<file path="src/rtl/alu_cmd_sched.sv">
`default_nettype none
// ============================================================================
// Module   : alu_cmd_sched
// Brief    : Two-requester round-robin command scheduler for a shared ALU;
//            wide commands run as two chained passes (low then high half).
// Revision : 1.0  initial release
// ============================================================================
module alu_cmd_sched #(
    parameter int ALU_W = 16
) (
    input  logic                 clk,
    input  logic                 rst,
    input  logic [1:0]           i_req_valid,
    output logic [1:0]           o_req_ready,
    input  logic [1:0]           i_req_wide,
    input  logic [1:0]           i_req_mode,
    input  logic [7:0]           i_req_select,
    input  logic [1:0]           i_req_carry,
    input  logic [4*ALU_W-1:0]   i_req_a,
    input  logic [4*ALU_W-1:0]   i_req_b,
    output logic [ALU_W-1:0]     o_alu_in_a,
    output logic [ALU_W-1:0]     o_alu_in_b,
    output logic [3:0]           o_alu_select,
    output logic                 o_alu_mode,
    output logic                 o_alu_carry_in,
    input  logic [ALU_W-1:0]     i_alu_result,
    input  logic                 i_alu_carry_out,
    input  logic                 i_alu_compare,
    output logic                 o_rsp_valid,
    input  logic                 i_rsp_ready,
    output logic                 o_rsp_id,
    output logic [2*ALU_W-1:0]   o_rsp_data,
    output logic                 o_rsp_carry,
    output logic                 o_rsp_equal,
    output logic                 o_busy
);

    localparam logic [1:0] S_IDLE = 2'd0;
    localparam logic [1:0] S_LO   = 2'd1;
    localparam logic [1:0] S_HI   = 2'd2;
    localparam logic [1:0] S_RESP = 2'd3;

    logic [1:0]         r_state;
    logic               r_last;
    logic               r_id;
    logic               r_wide;
    logic               r_mode;
    logic [3:0]         r_sel;
    logic               r_carry;
    logic [2*ALU_W-1:0] r_a;
    logic [2*ALU_W-1:0] r_b;
    logic [ALU_W-1:0]   r_lo_res;
    logic [ALU_W-1:0]   r_hi_res;
    logic               r_c_lo;
    logic               r_c_hi;
    logic               r_eq_lo;
    logic               r_eq;

    logic               w_grant;
    logic               w_gnt_id;
    logic               w_resp;

    // Contention goes to the requester that was not served last.
    assign w_gnt_id    = (&i_req_valid) ? ~r_last : i_req_valid[1];
    assign w_grant     = (r_state == S_IDLE) && (|i_req_valid);
    assign o_req_ready = w_grant ? (w_gnt_id ? 2'b10 : 2'b01) : 2'b00;

    assign w_resp      = (r_state == S_RESP);
    assign o_busy      = (r_state != S_IDLE);
    assign o_rsp_valid = w_resp;
    assign o_rsp_id    = w_resp & r_id;
    assign o_rsp_data  = w_resp ? {(r_wide ? r_hi_res : {ALU_W{1'b0}}), r_lo_res}
                                : {(2*ALU_W){1'b0}};
    assign o_rsp_carry = w_resp & (r_wide ? r_c_hi : r_c_lo);
    assign o_rsp_equal = w_resp & (r_wide ? r_eq : r_eq_lo);

    always_comb begin
        o_alu_in_a     = '0;
        o_alu_in_b     = '0;
        o_alu_select   = 4'd0;
        o_alu_mode     = 1'b0;
        o_alu_carry_in = 1'b0;
        case (r_state)
            S_LO: begin
                o_alu_in_a     = r_a[ALU_W-1:0];
                o_alu_in_b     = r_b[ALU_W-1:0];
                o_alu_select   = r_sel;
                o_alu_mode     = r_mode;
                o_alu_carry_in = r_carry;
            end
            S_HI: begin
                o_alu_in_a     = r_a[2*ALU_W-1:ALU_W];
                o_alu_in_b     = r_b[2*ALU_W-1:ALU_W];
                o_alu_select   = r_sel;
                o_alu_mode     = r_mode;
                // Arithmetic chains the low-pass carry; logic ops keep the command carry.
                o_alu_carry_in = r_mode ? r_carry : r_c_lo;
            end
            default: ;
        endcase
    end

    always_ff @(posedge clk or posedge rst) begin
        if (rst) begin
            r_state  <= S_IDLE;
            r_last   <= 1'b1;
            r_id     <= 1'b0;
            r_wide   <= 1'b0;
            r_mode   <= 1'b0;
            r_sel    <= 4'd0;
            r_carry  <= 1'b0;
            r_a      <= '0;
            r_b      <= '0;
            r_lo_res <= '0;
            r_hi_res <= '0;
            r_c_lo   <= 1'b0;
            r_c_hi   <= 1'b0;
            r_eq_lo  <= 1'b0;
            r_eq     <= 1'b0;
        end else begin
            case (r_state)
                S_IDLE: begin
                    if (w_grant) begin
                        r_state <= S_LO;
                        r_last  <= w_gnt_id;
                        r_id    <= w_gnt_id;
                        r_wide  <= i_req_wide[w_gnt_id];
                        r_mode  <= i_req_mode[w_gnt_id];
                        r_carry <= i_req_carry[w_gnt_id];
                        r_sel   <= w_gnt_id ? i_req_select[7:4] : i_req_select[3:0];
                        r_a     <= w_gnt_id ? i_req_a[4*ALU_W-1:2*ALU_W] : i_req_a[2*ALU_W-1:0];
                        r_b     <= w_gnt_id ? i_req_b[4*ALU_W-1:2*ALU_W] : i_req_b[2*ALU_W-1:0];
                    end
                end
                S_LO: begin
                    r_lo_res <= i_alu_result;
                    r_c_lo   <= i_alu_carry_out;
                    r_eq_lo  <= i_alu_compare;
                    r_state  <= r_wide ? S_HI : S_RESP;
                end
                S_HI: begin
                    r_hi_res <= i_alu_result;
                    r_c_hi   <= i_alu_carry_out;
                    r_eq     <= r_eq_lo & i_alu_compare;
                    r_state  <= S_RESP;
                end
                default: begin
                    if (i_rsp_ready) begin
                        r_state <= S_IDLE;
                    end
                end
            endcase
        end
    end

endmodule
`default_nettype wire
</file>
<file path="config.mk">
export PLATFORM = sky130hd
export DESIGN_NAME = alu_cmd_sched
export DESIGN_NICKNAME = d
export VERILOG_FILES = /design/src/rtl/alu_cmd_sched.sv
export SDC_FILE = /design/constraint.sdc
export NUM_CORES = 1
export LEC_CHECK = 0
export CAP_MARGIN = 40
export CORE_MARGIN = 2
export CORE_UTILIZATION = 47
export CTS_BUF_LIST = sky130_fd_sc_hd__clkbuf_8
export DETAILED_ROUTE_END_ITERATION = 10
export GPL_ROUTABILITY_DRIVEN = 0
export PLACE_DENSITY = 0.88
export SETUP_SLACK_MARGIN = 0.4
export SYNTH_ARGS = -nofsm -noshare
export SYNTH_HDL_FRONTEND = slang
export SYNTH_SLANG_ARGS = --single-unit
</file>
<file path="constraint.sdc">
create_clock -name clk -period 11.6 [get_ports clk]
set_input_delay 2.32 -clock clk [delete_from_list [all_inputs] [get_ports clk]]
set_output_delay 2.32 -clock clk [all_outputs]
set_load 0.01 [all_outputs]
</file>
==> results of run 1 <==
-- layer usage --
metal	wire, um	vias up
met1	6720	2373
met4	367	0
met5	0	-
li1	-	2161
met2	8080	210
met3	953	30
-- power by group --
part / internal [mW] / switching (mW)
Combinational: 0.614 / 0.471
Sequential: 0.578 / 0.110
Clock: 0.100 / 0.132
-- worst paths after layout --
check	start	endpoint	slack, ns	cells past startpoint
min reg2reg	r_id	r_id	0.49	1
max	i_req_valid[0]	o_req_ready[0]	4.70	5
max reg2reg	r_state[0]	r_b[6]	9.36	6
min	r_id	r_id	0.49	1
max in group asynchronous	rst	r_lo_res[2]	8.22	4
min in group asynchronous	rst	r_b[17]	2.35	2
-- per-stage QoR --
| stage | cell area (um2) | power (mW) | utilization, % | hold slack, ns | worst slack [ns] |
|---|---|---|---|---|---|
| finish | 8230 | 2.01 | 72.0 | 0.486 | 4.70 |
| global route | 8230 | 2.13 | 72.0 | 0.518 | 4.66 |
| CTS | 8230 | 2.01 | 72.0 | 0.487 | 4.74 |
| detailed placement | 8030 | 1.77 | 70.3 | 0.464 | 4.75 |
| global placement | 7920 | 1.69 | 69.4 | 0.452 | 4.82 |
| floorplan | 5520 | 1.32 | - | 0.442 | 6.35 |
-- logic make-up after synthesis --
| kind of cell | after synthesis |
|---|---|
| DFF | 111 |
| buffers and inverters | 50 |
| AOI/OAI and AO/OA | 114 |
| muxes | 39 |
| and+or+nand+nor | 151 |
| adders and majority gates | 5 |
-- layout make-up --
type | count | share of cell area (%)
clock buffers | 9 | 1.51
clock inverters | 6 | 0.867
inverters | 6 | 0.304
multi-input cells | 309 | 30.3
flip-flops and latches | 111 | 33.8
well taps | 143 | 2.17
repair buffers | 251 | 31.1
-- flip-flops by register name, summed over array words and instances (netlist names) --
| name | cells |
|---|---|
| r_mode | 1 |
| r_b | 32 |
| r_last | 1 |
| r_state | 2 |
| r_sel | 4 |
| r_eq_lo | 1 |
| r_carry | 1 |
| r_wide | 1 |
| r_c_hi | 1 |
| r_a | 32 |
| r_eq | 1 |
| r_id | 1 |
| r_c_lo | 1 |
| r_lo_res | 16 |
| r_hi_res | 16 |
-- placed cells by master (no fill, tap or decap), drive strengths merged, types with 2 or more instances in the layout --
cell type        n
a22oi           33
mux2i            2
a21oi            3
ha               5
dfrtp          110
nor2             2
and2            93
nor2b           35
buf             10
clkinv           2
nand2            2
a21o             2
and3            16
inv              7
clkbuf           9
mux2            37
a221o           71
o21ai            4
clkdlybuf4s50  241
clkinvlp         2
==> flow_summary.ini, run 1 <==
[status]
run_status = complete, no violations

[global_route]
grt_max_degree = 75
grt_pass1_wl_um = 25700
gr-max-usage-layer = met2
antenna_found_initial = 0
grtUsageTotal_pct = 25.4
overflow = 0
use_met3_pct = 4.21
grt_use_met1_pct = 32.8
grtUsageMet2_pct = 43.2
grt_pass1_vias = 4988

[clock_network]
clk-insertion-delay-late_ns = 0.37
post-cts-setup-buffers = 0
cts_buffers = 9
ctsResizeCount = 0
cts_root_buf = clkbuf_8
path_clk_slew_ns = 0.10
cts_tree = built
clock_path_buffers = 2
cts-hold-fix-buffers = 0
htree_levels = 3
numClockSinks = 111

[timing]
rsz0062_at_grt = no
slew_violations = 0
setup_violations = 0
finalSetupTns_ns = 0
fmax_ghz = 0.145
min_period_over_period_pct = 59.4
hold_viol = 0
fin_skew_ns = 0.00965
worst_pin_slew_ns = 0.810
min_period_ns = 6.90
slew_headroom_pct = 46.0

[yosys]
synthXorXnorAreaFrac_pct = 0
synth_edf_count = 0
synth_common_cells = dfrtp_1 (110), a221o_1 (71), and2_0 (60)
syn_area_per_cell_um2 = 11.7
synthTopCellsByArea = dfrtp_1 (50%), a221o_1 (13%), mux2_2 (7.3%)
yosysUniqueCellTypes = 28
yosysTopAreaCell = dfrtp_1
synth_compound_area_share_pct = 18.6
synth-seq-cells = 111
synth_top_family_by_area = compound AO/OA/AOI/OAI gates
synthSimpleGateAreaFrac_pct = 17.0
seq_area_frac_synth_pct = 50.4
syn_inst = 470
post-synth-top-count-cell = dfrtp_1
synthAdderAreaFrac_pct = 1.13
postSynth.asyncResetShare_pct = 100
syn_nets = 640
synthFlopType = dfrtp_1
synth_top_area_share_pct = 49.9
synth_warnings = 0
synth_area_um2 = 5520
synth.area.mux_share_pct = 7.92

[critical_path]
cp_slowest_cell = clkdlybuf4s50_1
crit_required_ns = 9.28
critical_path.startpoint_type = input pin
path_delay_family = buffers and inverters
crit_arrival_ns = 4.58
cpMostUsedCell = clkdlybuf4s50_1
crit_chain = clkdlybuf4s50_1, nand2_1, a21oi_4, buf_4, clkdlybuf4s50_1
cpPeakStageDelay_ns = 0.69
crit_fanout = 72
endpoint_kind = output pin
criticalPathCategory = in -> out
critPathBufInv = 3

[floorplan]
rows = 39
die-width_um = 112
initial_core_util_pct = 48.3
core_um2 = 11400
pin_count = 242
die_area_um2 = 12600
die_y_um = 112

[detailed_routing]
vias = 4774
drt_iter0_drc = 373
viasPerCell = 5.72
ant_nets = 0
drc = 0
wl_per_cell_um = 19.3
wl_um = 16100
drtPass1Iterations = 4

[hold_path]
hold_class = reg -> reg

[placement]
hpwl_um = 11300
dp.cells = 820
numPortBuffers = 241

[cells_and_area]
nFillCells = 810
stdcell_count = 835
nets = 858
antennaDiodeCount = 0
regArea_um2 = 2780
syn_to_final_growth_pct = 49.1
multiInputGateArea_um2 = 2490
drive_gt1_share_pct = 9.83

[power_and_ir_drop]
vdd_drop_max_mv = 0.133
p_per_area_nw_per_um2 = 244
p_leak_nw = 3.33

[job]
maxCapViolCount = 0
(Power assumes the default switching activity.)
==> inputs of run 2 (changes only) <==
--- a/config.mk
+++ b/config.mk
@@ -7,11 +7,11 @@
 export LEC_CHECK = 0
 export CAP_MARGIN = 40
 export CORE_MARGIN = 2
-export CORE_UTILIZATION = 47
+export CORE_UTILIZATION = 44
 export CTS_BUF_LIST = sky130_fd_sc_hd__clkbuf_8
 export DETAILED_ROUTE_END_ITERATION = 10
 export GPL_ROUTABILITY_DRIVEN = 0
-export PLACE_DENSITY = 0.88
+export PLACE_DENSITY = 0.83
 export SETUP_SLACK_MARGIN = 0.4
 export SYNTH_ARGS = -nofsm -noshare
 export SYNTH_HDL_FRONTEND = slang
==> constraint.sdc (replaced) <==
create_clock -name clk -period 6.8 [get_ports clk]
set_input_delay 1.36 -clock clk [delete_from_list [all_inputs] [get_ports clk]]
set_output_delay 1.36 -clock clk [all_outputs]
set_load 0.01 [all_outputs]
==> run 2 against run 1 <==
Net effect: worst hold slack better by 0.00099 ns; worst setup slack worse by 2.1 ns; clock-buffer cell count is 1 higher; critical path depth is 1 lower; final cell count is 3.0% higher; flip-flop and latch count stayed put; die area is 6.6% higher; sequential power is 70% higher; sequential share of layout area is 0.18 points lower; via count is 0.73% lower; wire length is 0.40% lower; critical endpoint is now o_req_ready[1]; highest routed layer unchanged.
==> flow_summary.ini, run 2 (synthesis results as in run 1) <==
[status]
run_status = complete, no violations

[timing]
setup_violations = 0
fin_skew_ns = 0.0123
finalSetupTns_ns = 0
slew_headroom_pct = 47.1
min_period_ns = 4.23
slew_violations = 0
rsz0062_at_grt = no
fmax_ghz = 0.237
min_period_over_period_pct = 62.1
setup_ws_ns = 2.57
hold_viol = 0
hold_ws_ns = 0.487
worst_pin_slew_ns = 0.794

[clock_network]
ctsResizeCount = 0
path_clk_slew_ns = 0.10
post-cts-setup-buffers = 0
cts_root_buf = clkbuf_8
clk-insertion-delay-late_ns = 0.38
numClockSinks = 111
clock_path_buffers = 2
cts_buffers = 9
htree_levels = 3
cts-hold-fix-buffers = 0
cts_tree = built

[cells_and_area]
syn_to_final_growth_pct = 49.9
drive_gt1_share_pct = 9.83
nets = 857
stdcell_count = 860
final_cell_mix = clkdlybuf4s50_1 (241), dfrtp_1 (110), a221o_1 (71)
reg.largest.list = r_a (32), r_b (32)
mostFrequentLayoutCell = clkdlybuf4s50_1
antennaDiodeCount = 0
fin_area_um2 = 8270
fin_util_pct = 68.3

[power_and_ir_drop]
p_leak_nw = 3.35
vdd_drop_max_mv = 0.193
p_per_area_nw_per_um2 = 421
power_mw = 3.48

[global_route]
grt_pass1_wl_um = 25100
overflow = 0
antenna_found_initial = 0
grt_max_degree = 75
grtUsageTotal_pct = 24.1
grt_pass1_vias = 4885

[critical_path]
crit_arrival_ns = 2.87
reg2regPathDepth = 6
endpoint_kind = output pin
r2r_end = r_b[14]
crit_required_ns = 5.44
critPathBufInv = 2
r2r-start = r_state[0]
regToRegSetupSlack_ns = 4.53
cpMostUsedCell = clkdlybuf4s50_1
crit_fanout = 4
crit_chain = clkdlybuf4s50_1, nand2_1, a21oi_4, clkdlybuf4s50_1
path_delay_family = buffers and inverters
cp_slowest_cell = clkdlybuf4s50_1
criticalPathCategory = in -> out
cpPeakStageDelay_ns = 0.63
critical_path.startpoint_type = input pin

[placement]
hpwl_um = 11400
numPortBuffers = 241
dp.cells = 844
place_ws_ns = 2.57
placed_cell_area_um2 = 8020

[floorplan]
pin_count = 242
initial_core_util_pct = 45.5
die_area_um2 = 13400
die-width_um = 116
rows = 40
core_um2 = 12100
die_y_um = 116

[detailed_routing]
wl_um = 16100
viasPerCell = 5.51
drt_iter0_drc = 433
drc = 0
drtPass1Iterations = 5
vias = 4739
wl_per_cell_um = 18.7
ant_nets = 0

[hold_path]
hold_path_depth = 1
hold_start = r_id
hold_class = reg -> reg
min_to = r_id

[job]
maxCapViolCount = 0
-- run 2: cell count changes in the layout (fill, tap and decap cells not counted) --
cell | before | now
clkbuf_8 | 9 | 10
buf_12 | 2 | 0
buf_16 | 2 | 1
buf_4 | 5 | 6
clkinvlp_4 | 2 | 0
bufinv_16 | 1 | 3
buf_8 | 1 | 2
-- run 2: power breakdown --
group	switching, mW	leakage, nW	internal [mW]
clock	0.227	0.127	0.257
combinational	0.793	1.87	1.03
sequential	0.188	1.35	0.987
total	1.21	3.35	2.27
-- run 2: cell type report --
| cell class | count | area (um2) |
|---|---|---|
| fill | 881 | 3840 |
| sequential | 111 | 2780 |
| timing repair buffer | 250 | 2510 |
| multi-input combinational | 309 | 2490 |
| tap | 168 | 210 |
| clock buffer | 10 | 138 |
| clock inverter | 6 | 116 |
| inverter | 6 | 25.0 |
-- run 2: how the worst max path moves through the flow --
stage | startpoint | to | slack, ns | cells past startpoint
4_1_cts | i_req_valid[1] | o_req_ready[1] | 2.57 | 4
2_1_floorplan | rst | r_a[0] | 2.51 | 1
6_report | i_req_valid[1] | o_req_ready[1] | 2.57 | 4
3_5_place_dp | i_req_valid[1] | o_req_ready[1] | 2.57 | 4
3_3_place_gp | i_req_valid[1] | o_req_ready[1] | 2.61 | 4
5_1_grt | r_state[1] | o_alu_in_b[9] | 2.45 | 6
-- run 2: per-layer routing --
layer  track usage, %  vias up  share of wire, %
met3             6.07       33               8.3
met2             39.8      245                49
met4             10.8        0               2.9
met1             30.0     2305                39
li1                 -     2156                 -
met5                0        -                 0
==> inputs of run 3 (changes only) <==
--- a/config.mk
+++ b/config.mk
@@ -7,11 +7,11 @@
 export LEC_CHECK = 0
 export CAP_MARGIN = 40
 export CORE_MARGIN = 2
-export CORE_UTILIZATION = 44
+export CORE_UTILIZATION = 39
 export CTS_BUF_LIST = sky130_fd_sc_hd__clkbuf_8
 export DETAILED_ROUTE_END_ITERATION = 10
 export GPL_ROUTABILITY_DRIVEN = 0
-export PLACE_DENSITY = 0.83
+export PLACE_DENSITY = 0.78
 export SETUP_SLACK_MARGIN = 0.4
 export SYNTH_ARGS = -nofsm -noshare
 export SYNTH_HDL_FRONTEND = slang
==> constraint.sdc (replaced) <==
create_clock -name clk -period 3.78 [get_ports clk]
set_input_delay 0.756 -clock clk [delete_from_list [all_inputs] [get_ports clk]]
set_output_delay 0.756 -clock clk [all_outputs]
set_load 0.01 [all_outputs]
==> run 3 against run 2 <==
Net effect: sequential share of layout area up 0.056 points; utilization is 8.6 points lower; flip-flop and latch count is the same.
==> flow_summary.ini, run 3 (synthesis results as in run 1) <==
[placement]
hpwl_um = 11600
placed_cell_area_um2 = 8050
numPortBuffers = 241
dp.cells = 860

[timing]
finalSetupTns_ns = 0
fmax_ghz = 0.312
worst_pin_slew_ns = 0.801
hold_viol = 0
min_period_over_period_pct = 84.7
min_period_ns = 3.20
slew_violations = 0
rsz0062_at_grt = no
fin_skew_ns = 0.00643
slew_headroom_pct = 46.6
setup_violations = 0

[critical_path]
crit_fanout = 25
cp_slowest_cell = clkdlybuf4s50_1
crit_required_ns = 3.02
crit_arrival_ns = 2.44
path_delay_family = buffers and inverters
cpPeakStageDelay_ns = 0.57
critPathBufInv = 3
regToRegSetupSlack_ns = 1.64
endpoint_kind = output pin
criticalPathCategory = reg -> out
crit_chain = inv_1, ha_4, buf_4, nor2b_1, clkdlybuf4s50_1
critical_path.startpoint_type = register

[floorplan]
initial_core_util_pct = 39.9
core_um2 = 13800
die-width_um = 123
pin_count = 242
die_y_um = 123
rows = 43
die_area_um2 = 15100

[cells_and_area]
mostFrequentLayoutCell = clkdlybuf4s50_1
stdcell_count = 877
nets = 861
syn_to_final_growth_pct = 49.7
fin_util_pct = 59.7
drive_gt1_share_pct = 10.3
final_cell_mix = clkdlybuf4s50_1 (241), dfrtp_1 (110), a221o_1 (71)
reg.largest.list = r_a (32), r_b (32)
fin_area_um2 = 8260

[detailed_routing]
drtPass1Iterations = 4
wl_um = 16400
drt_iter0_drc = 325
viasPerCell = 5.41
vias = 4741
wl_per_cell_um = 18.7
ant_nets = 0
drc = 0

[job]
maxCapViolCount = 0

[power_and_ir_drop]
power_frac_clock_pct = 11.1
p_seq_share_pct = 35.0
cellInternalPower_mw = 3.88
vdd_drop_max_mv = 0.264
power_mw = 6.06
p_leak_nw = 3.33
swShare_pct = 35.9
pwr-share-comb_pct = 54.0
p_per_area_nw_per_um2 = 733
power_switching_mw = 2.17

[global_route]
antenna_found_initial = 0
grt_max_degree = 74
grt_pass1_vias = 4965
grtUsageTotal_pct = 21.8
overflow = 0
grt_pass1_wl_um = 25500

[hold_path]
hold_class = reg -> reg

[clock_network]
cts_buffers = 9
path_clk_slew_ns = 0.10
numClockSinks = 111
cts_root_buf = clkbuf_8
clock_path_buffers = 2
clk-insertion-delay-late_ns = 0.37
cts_tree = built
htree_levels = 3

[status]
run_status = complete, no violations
## run 3: metal layers
metal | global-route usage, % | wire length, um | vias to the layer above
met3 | 4.47 | 1180 | 25
met4 | 7.26 | 349 | 0
met2 | 36.5 | 8000 | 191
li1 | - | - | 2166
met5 | 0 | 0 | -
met1 | 28.2 | 6860 | 2359
## run 3: cell type report
class                      instances  area, um2
tap                              180        225
fill                            1164       5570
multi-input combinational        309       2510
clock buffer                      10        138
inverter                           6       26.3
sequential                       111       2780
clock inverter                     6       46.3
antenna                            1       2.50
timing repair buffer             254       2530
## run 3: worst paths after layout
kind                            endpoint  depth (start not counted)  startpoint
min in group asynchronous   r_hi_res[10]                          2         rst
max                        o_alu_in_a[6]                          5  r_state[0]
max in group asynchronous        r_a[22]                          3         rst
max reg2reg                      r_a[19]                          6  r_state[0]
min                                 r_id                          1        r_id
min reg2reg                         r_id                          1        r_id
## run 3: power by group through the flow
stage / Combinational (mW) / Sequential [mW] / Clock [mW]
finish: 3.27 / 2.12 / 0.669
global route: 3.54 / 2.19 / 0.747
CTS: 3.27 / 2.11 / 0.691
detailed placement: 3.24 / 2.13 / 0
global placement: 3.16 / 2.10 / 0
floorplan: 2.06 / 1.98 / 0
## run 3: worst reg2reg max path, cell delays in order (launching register included)
cell and delay, ns:
dfrtp_1 0.45, inv_1 0.17, ha_4 0.22, nand2_1 0.10, a21oi_4 0.16, buf_4 0.64
a221o_1 0.34
## run 3: repair_timing
| item | 4_1_cts | 5_1_grt |
|---|---|---|
| endpoints found under the setup margin | 13 | 19 |
| cloned | 0 | 0 |
| gates resized for setup | 2 | 1 |
| endpoints found under the hold margin | 0 | 0 |
| hold buffers | 0 | 0 |
| setup buffers | 0 | 0 |
## run 3: metrics by stage
step | worst slack [ns] | hold slack (ns)
detailed placement | 0.775 | 0.473
global placement | 0.763 | 0.458
global route | 0.467 | 0.525
floorplan | 1.61 | 0.442
CTS | 0.429 | 0.496
finish | 0.580 | 0.495
==> patch (flow settings as in run 1) <==
Set the parameter `ALU_W` to 32 (it was 16).
--- a/src/rtl/alu_cmd_sched.sv
+++ b/src/rtl/alu_cmd_sched.sv
@@ -6,7 +6,7 @@
 // Revision : 1.0  initial release
 // ============================================================================
 module alu_cmd_sched #(
-    parameter int ALU_W = 16
+    parameter int ALU_W = 32
 ) (
     input  logic                 clk,
     input  logic                 rst,
Ports: changed (6 resized); port bits go from 242 to 450. No check against the original RTL was run, so the function may have changed too.
==> patch against run 1 <==
Sequential cell count up 96. Wire length up 120%. Clock skew up 0.011 ns. Worst setup slack better by 0.13 ns. Die area up 80%. Power up 96%. First-iteration DRC count up 37%. Sequential share of layout area down 0.37 points. Design area up 89%. Synthesized area up 83%.
==> patch: results (changes against run 1) <==
----------------------------------------------------
[Status]
  Outcome ... completed

[Power]
  Maximum vdd drop ... 123 uV (-7.2%)
  PD cells ... 254 nW/um^2 (+4.0%)

[Global route]
  Overall fraction of global-route tracks in use ... 30.6% (+5.2 points)
  Initial antenna violation count ... 1 (+1)
  Number of global-route vias before repair ... 9244 (+85%)

[Placed design]
  Total half-perimeter wirelength after legalization and detailed placement ... 24300 um (+120%)
  Post-Place Setup Slack ... 4.87 ns (+0.118 ns)

[Clock tree]
  Deepest clock path buffer count ... 3 (+1)
  TritonCTS Buffers ... 37 (+28)
  H-tree depth ... 2 (-1)

[Routing]
  1st-pass router iterations ... 5 (+1)
  Iter 0 DRT Violations ... 512 (+37%)

[Floorplan]
  Die extent in x ... 151 um (+34%)

[Final layout]
  Net total in the final layout ... 1595 (+86%)
  Clock tree cell share of total cell area ... 4.69% (+2.3 points)
  Number of multi-input logic gates ... 565 (+83%)
  Layout buffer count excluding clock buffers ... 464 (+85%)
  Registers with the highest flip-flop counts ... r_a x64, r_b x64
  Proportion of cell area occupied by multi-input gates ... 29.3% (-0.94 points)

[Yosys]
  Top post-synthesis cells by area ... dfrtp_1 51%, a221o_1 13%, mux2_2 7.7%
  Sequential element share of the synthesized area ... 51.4% (+0.98 points)
  List of most frequent post-synthesis cells ... 206 x dfrtp_1, 135 x a221o_1, 119 x and2_0, 69 x mux2_2, 67 x nor2b_1

[Critical path]
  Arrival time at the worst endpoint ... 4.44 ns (-0.14 ns)
  Setup slack, reg-to-reg ... 8.66 ns (-0.70 ns)
  Endpoint of the worst-slack reg-to-reg timing path ... r_a[23]$_DFFE_PP0P_
  Delay contributed by the slowest stage of the critical path ... 0.67 ns (-0.02 ns)

[STA]
  Post-route worst setup slack ... 4.84 ns (+0.132 ns)
  Transition time of the tightest slew-check pin ... 0.883 ns (+0.0733 ns)

----------------------------------------------------
## patch: cell types whose count changed after synthesis, moves of 23 or more
cell / change
dfrtp_1: +96
a221o_1: +64
and2_0: +59
clkbuf_1: +23
a22oi_1: +32
mux2_2: +33
nor2b_1: +32
## patch: routing by layer
| layer | part of all wire (%) | up-vias | routed length [um] | track usage, % |
|---|---|---|---|---|
| met2 | 50 | 457 | 17800 | 51.2 |
| met3 | 8.6 | 92 | 3080 | 8.36 |
| met4 | 4.5 | 0 | 1600 | 14.5 |
| met1 | 37 | 4477 | 13300 | 36.8 |
| li1 | - | 4033 | - | - |
| met5 | 0 | - | 0 | 0 |
## patch: logic make-up (layout without fill, tap and decap cells)
family / Yosys count / in the layout / synth area share, %
flops: 207 / 207 / 51.4
compound gates: 210 / 210 / 18.9
other cells: 0 / 1 / 0
mux: 71 / 71 / 7.90
fa+ha+maj: 5 / 5 / 0.620
simple gates: 279 / 279 / 17.2
buf+inv: 91 / 531 / 4.03
